File: src/rtl/compare_skip_sequencer.sv
`default_nettype none
// ============================================================================
// compare_skip_sequencer: fetches one operand into DR, then samples AC==DR
// and pulses skip. Optional macro COMPARE_STATS_EN adds the match_cnt_o counter.
// Rev 1.0
// ============================================================================
module compare_skip_sequencer #(
  parameter int unsigned WIDTH   = 19,
  parameter int unsigned ADDR_W  = 12,
  parameter int unsigned TIMEOUT = 15
`ifdef COMPARE_STATS_EN
  ,
  parameter int unsigned CNT_W   = 16
`endif
) (
  input  logic              clk,
  input  logic              rst_n,
  input  logic              start_i,
  input  logic [ADDR_W-1:0] addr_i,
  output logic              mem_req_o,
  output logic [ADDR_W-1:0] mem_addr_o,
  input  logic              mem_ack_i,
  input  logic [WIDTH-1:0]  mem_rdata_i,
  output logic              dr_load_o,
  output logic [WIDTH-1:0]  dr_out_o,
  input  logic              eq_i,
  output logic              busy_o,
  output logic              done_o,
  output logic              skip_o,
  output logic              timeout_err_o
`ifdef COMPARE_STATS_EN
  ,
  output logic [CNT_W-1:0]  match_cnt_o
`endif
);

  localparam int unsigned C_TO_W = (TIMEOUT < 2) ? 1 : $clog2(TIMEOUT + 1);

  typedef enum logic [2:0] {
    S_IDLE = 3'd0,
    S_REQ  = 3'd1,
    S_LOAD = 3'd2,
    S_CMP  = 3'd3,
    S_DONE = 3'd4
  } state_e;

  state_e              state_q;
  logic                mem_req_q;
  logic [ADDR_W-1:0]   mem_addr_q;
  logic                dr_load_q;
  logic [WIDTH-1:0]    dr_out_q;
  logic                busy_q;
  logic                done_q;
  logic                skip_q;
  logic                timeout_q;
  logic [C_TO_W-1:0]   to_cnt_q;
  logic [C_TO_W-1:0]   to_cnt_d;
  logic                w_expire;

  assign to_cnt_d = to_cnt_q + C_TO_W'(1);
  // The wait cycle that brings the count to TIMEOUT is the last one allowed.
  assign w_expire = (TIMEOUT != 0) && (to_cnt_d == C_TO_W'(TIMEOUT));

`ifdef COMPARE_STATS_EN
  logic [CNT_W-1:0] match_cnt_q;
`endif

  always_ff @(posedge clk or negedge rst_n) begin
    if (!rst_n) begin
      state_q     <= S_IDLE;
      mem_req_q   <= 1'b0;
      mem_addr_q  <= '0;
      dr_load_q   <= 1'b0;
      dr_out_q    <= '0;
      busy_q      <= 1'b0;
      done_q      <= 1'b0;
      skip_q      <= 1'b0;
      timeout_q   <= 1'b0;
      to_cnt_q    <= '0;
`ifdef COMPARE_STATS_EN
      match_cnt_q <= '0;
`endif
    end else begin
      dr_load_q <= 1'b0;
      done_q    <= 1'b0;
      skip_q    <= 1'b0;
      timeout_q <= 1'b0;
      case (state_q)
        S_IDLE, S_DONE: begin
          if (start_i) begin
            state_q    <= S_REQ;
            mem_addr_q <= addr_i;
            to_cnt_q   <= '0;
            mem_req_q  <= 1'b1;
            busy_q     <= 1'b1;
          end else begin
            state_q    <= S_IDLE;
            mem_req_q  <= 1'b0;
            busy_q     <= 1'b0;
          end
        end
        S_REQ: begin
          // A late ack in the expiry cycle still completes the read.
          if (mem_ack_i) begin
            state_q   <= S_LOAD;
            dr_out_q  <= mem_rdata_i;
            mem_req_q <= 1'b0;
            dr_load_q <= 1'b1;
          end else if (w_expire) begin
            state_q   <= S_DONE;
            mem_req_q <= 1'b0;
            busy_q    <= 1'b0;
            done_q    <= 1'b1;
            timeout_q <= 1'b1;
          end else begin
            to_cnt_q  <= to_cnt_d;
          end
        end
        S_LOAD: begin
          state_q <= S_CMP;
        end
        S_CMP: begin
          state_q <= S_DONE;
          busy_q  <= 1'b0;
          done_q  <= 1'b1;
          skip_q  <= eq_i;
`ifdef COMPARE_STATS_EN
          if (eq_i && (match_cnt_q != {CNT_W{1'b1}})) begin
            match_cnt_q <= match_cnt_q + CNT_W'(1);
          end
`endif
        end
        default: begin
          state_q   <= S_IDLE;
          mem_req_q <= 1'b0;
          busy_q    <= 1'b0;
        end
      endcase
    end
  end

  assign mem_req_o     = mem_req_q;
  assign mem_addr_o    = mem_addr_q;
  assign dr_load_o     = dr_load_q;
  assign dr_out_o      = dr_out_q;
  assign busy_o        = busy_q;
  assign done_o        = done_q;
  assign skip_o        = skip_q;
  assign timeout_err_o = timeout_q;
`ifdef COMPARE_STATS_EN
  assign match_cnt_o   = match_cnt_q;
`endif

endmodule
`default_nettype wire
File: config.mk
export PLATFORM = sky130hd
export DESIGN_NAME = compare_skip_sequencer
export DESIGN_NICKNAME = d
export VERILOG_FILES = /design/src/rtl/compare_skip_sequencer.sv
export SDC_FILE = /design/constraint.sdc
export NUM_CORES = 1
export LEC_CHECK = 0
export CAP_MARGIN = 20
export CORE_MARGIN = 5
export CORE_UTILIZATION = 45
export DETAILED_ROUTE_END_ITERATION = 6
export GPL_ROUTABILITY_DRIVEN = 1
export HOLD_SLACK_MARGIN = 0.15
export PLACE_DENSITY = 0.9
export RECOVER_POWER = 50
export SYNTH_ARGS = -nofsm -noshare
export SYNTH_HDL_FRONTEND = slang
export SYNTH_SLANG_ARGS = --single-unit
export TNS_END_PERCENT = 20
File: constraint.sdc
create_clock -name clk -period 3 [get_ports clk]
set_input_delay 0.3 -clock clk [delete_from_list [all_inputs] [get_ports clk]]
set_output_delay 0.3 -clock clk [all_outputs]
set_load 0.02 [all_outputs]
==> key figures <==
Run status
  • Status: complete, no violations

Clock tree
  • Root Buffer: clkbuf_8
  • Clock latency on the worst-skew pair: 0.30 ns
  • # hold bufs at CTS: 0
  • Num CTS Buffers: 5
  • Clock tree sinks: 44
  • Max clock buf depth: 2
  • H-tree depth: 2
  • CTS clk-pin slew, worst paths: 0.09 ns
  • Post-cts resize count: 0
  • TritonCTS clock tree: done
  • Post-CTS Setup Repair Bufs: 0

Floorplanning
  • Die Area: between 0.005 and 0.006 mm2
  • I/O pin cnt: 73
  • Die Height: 76.0 um
  • Initial Utilization: 45.7%
  • Row count: 24
  • Die width: 76.0 um
  • Core area: 0.00429 mm2

STA
  • Slew @ Worst Pin: 1.22 ns
  • Clk_skew: 0.00927 ns
  • RSZ-0062 raised after global routing: false
  • Setup TNS: 0 ns
  • Final setup violation count: 0
  • Post-layout min period: 2.15 ns
  • Final Cycle Share: 71.5%
  • Endpoints failing hold: 0
  • Relative slew slack: between 10% and 20%
  • Max Freq: 0.466 GHz
  • Pins over their slew limit: 0

Finish
  • Register area: 0.00110 mm2
  • Multi-input logic area: slightly below 800 um2
  • Area Overhead vs Synth: 43.2%
  • # diodes: 0
  • Non-Filler Instances: 283
  • Share of layout cells above drive strength 1: 15.2%
  • Fin nets: ~270
  • Fill cells: 340

Run
  • Max-cap violations: 0

GRT
  • M3 GR Usage: under 10%
  • First-pass GRT wire length: 7370 um
  • Antenna violations before repair: 0
  • Grt ovf: 0
  • Vias in the first global route: 1483
  • Total GRT Usage: between 15 and 20%
  • GR Util met1: 19.2%
  • Pin count of the biggest net entering global routing: between 40 and 50
  • GRT busiest layer: met2
  • Met2 global-route usage: 26.7%

Logic synthesis
  • Cell taking the most area after synthesis: dfrtp_1
  • Synth top area share: 56.1%
  • Cell variety after synth: 32
  • Ys async rst share: 100%
  • Syn nets: 195
  • Synthesis Warnings: 0
  • Mapped Area: 0.00196 mm2
  • Most area-consuming cells after synthesis: dfrtp_1 (56%), mux2_4 (15%), nand2_1 (7.7%)
  • Top cells by count, synth: dfrtp_1 (44), nand2_1 (40), mux2_4 (19), a21oi_1 (9), nor2_1 (7)
  • Avg Synthesized Cell Area: 12.5 um2
  • Yosys reg bits: 44
  • Count leader, synth: dfrtp_1
  • Post-Synthesis Cells: 157
  • Post-synth EDFFs: 0
  • Most used flip-flop cell after synthesis: dfrtp_1
  • Seq/Total Area, Yosys: 56.1%

Critical path
  • Reg2reg start: state_q[1]$_DFFE_PN0P_
  • Critical Path End Type: register
  • R2R Path End: dr_out_o[9]$_DFFE_PN0P_
  • Crit Path Class: register to register
  • Reg2Reg Setup Slack: approximately 0.85 ns
  • Critical Path Fanout Max: 20
  • Critical Path RT: 3.18 ns
  • Worst setup SP type: register
  • Worst r2r path cells: 3
  • Worst path arrival time: 2.33 ns

Routing
  • Routed len/inst: 15.4 um
  • Total Routed Length: ~4400 um
  • Drt first pass iters: 4
  • Vias: approximately 1400
  • First DRT Iteration DRCs: 40
  • Post-route ant nets: 0
  • Post-route DRC: 0
  • Via density: 5.09

Power and ir drop
  • Power density over the cells: 1040 mW/mm2
  • P_leak: 1.30 nW
  • Maximum VDD drop: ~480 uV

Place
  • IO Port Bufs: 72
  • Placed insts: 275
  • Final RePlAce weighted congestion: 0.835
  • DP HPWL: 3290 um

Worst hold path
  • Type of the worst min-delay path: input port to asynchronous set/reset pin
## metrics by stage
stage | total power [mW] | hold WS [ns] | utilization (%) | cell area (um2) | setup slack (ns)
after CTS | 2.99 | 0.179 | 65.6 | 2820 | 1.22
after global routing | 3.10 | 0.235 | 65.4 | 2810 | 0.761
final | 2.92 | 0.146 | 65.4 | 2810 | 0.854
after detailed placement | 2.51 | 0.467 | 62.7 | 2690 | 1.12
after global placement | 2.46 | 0.456 | 62.7 | 2690 | 1.13
after floorplan | 1.89 | 0.00441 | - | 1960 | 1.39
## power by group
part | total (mW) | switching (mW) | internal (mW) | leakage, nW
Clock | 0.471 | 0.199 | 0.272 | 0.0614
Sequential | 1.05 | 0.195 | 0.855 | 0.546
Combinational | 1.40 | 0.663 | 0.737 | 0.694
## kinds of logic after synthesis
group	Yosys count	synth area share (%)
buf+inv	9	3.06
flops	44	56.1
compound gates	17	6.89
simple gates	64	17.1
fa+ha+maj	2	1.28
mux	21	15.6
## per-layer routing
layer	wire length (um)	part of all wire [%]
met3	270	6.2
met2	2230	51
met5	0	0
met4	53	1.2
met1	1800	41
## state kept, by name, summed over array words and instances, names as in the netlist, 3 cells and up
register / cells
dr_out_o: 19
mem_addr_o: 12
state_q: 3
to_cnt_q: 4
## worst max-delay path by stage
stage                                 start                 endpoint  slack, ns  depth (start not counted)
finish               state_q[1]$_DFFE_PN0P_  dr_out_o[9]$_DFFE_PN0P_       0.85                          3
global route         state_q[1]$_DFFE_PN0P_  dr_out_o[6]$_DFFE_PN0P_       0.76                          3
CTS                 to_cnt_q[0]$_DFFE_PN0P_  to_cnt_q[3]$_DFFE_PN0P_       1.22                          6
detailed placement                  start_i       busy_o$_DFFE_PN0P_       1.12                          4
global placement                    start_i  to_cnt_q[2]$_DFFE_PN0P_       1.13                          5
floorplan           to_cnt_q[0]$_DFFE_PN0P_  to_cnt_q[3]$_DFFE_PN0P_       1.39                          6
## placed cells by master, fill, tap and decap left out, drive strengths merged, types with 2 or more instances in the layout
cell type and count:
a31o 2, nand2b 2, and2b 2, dlygate4sd3 14
ha 2, clkdlybuf4s50 57, nand2 41, mux2 19
clkbuf 6, nor2 7, nand3b 2, a21oi 9
and3 2, dfrtp 44, inv 3, mux2i 2
o21ai 2
## final cells by class
type / count / share of cell area, %
timing repair buffer: 72 / 25.5
sequential: 44 / 39.2
tap: 52 / 2.32
clock inverter: 2 / 1.38
inverter: 3 / 0.401
clock buffer: 6 / 2.94
multi-input combinational: 104 / 28.3
## critical path, stage by stage (launching register included)
cell     delay (ns)
dfrtp_1        0.48
nor2_1         0.19
and3_1         1.01
mux2_4         0.36
Note: power is estimated with default switching activity, not from simulation.
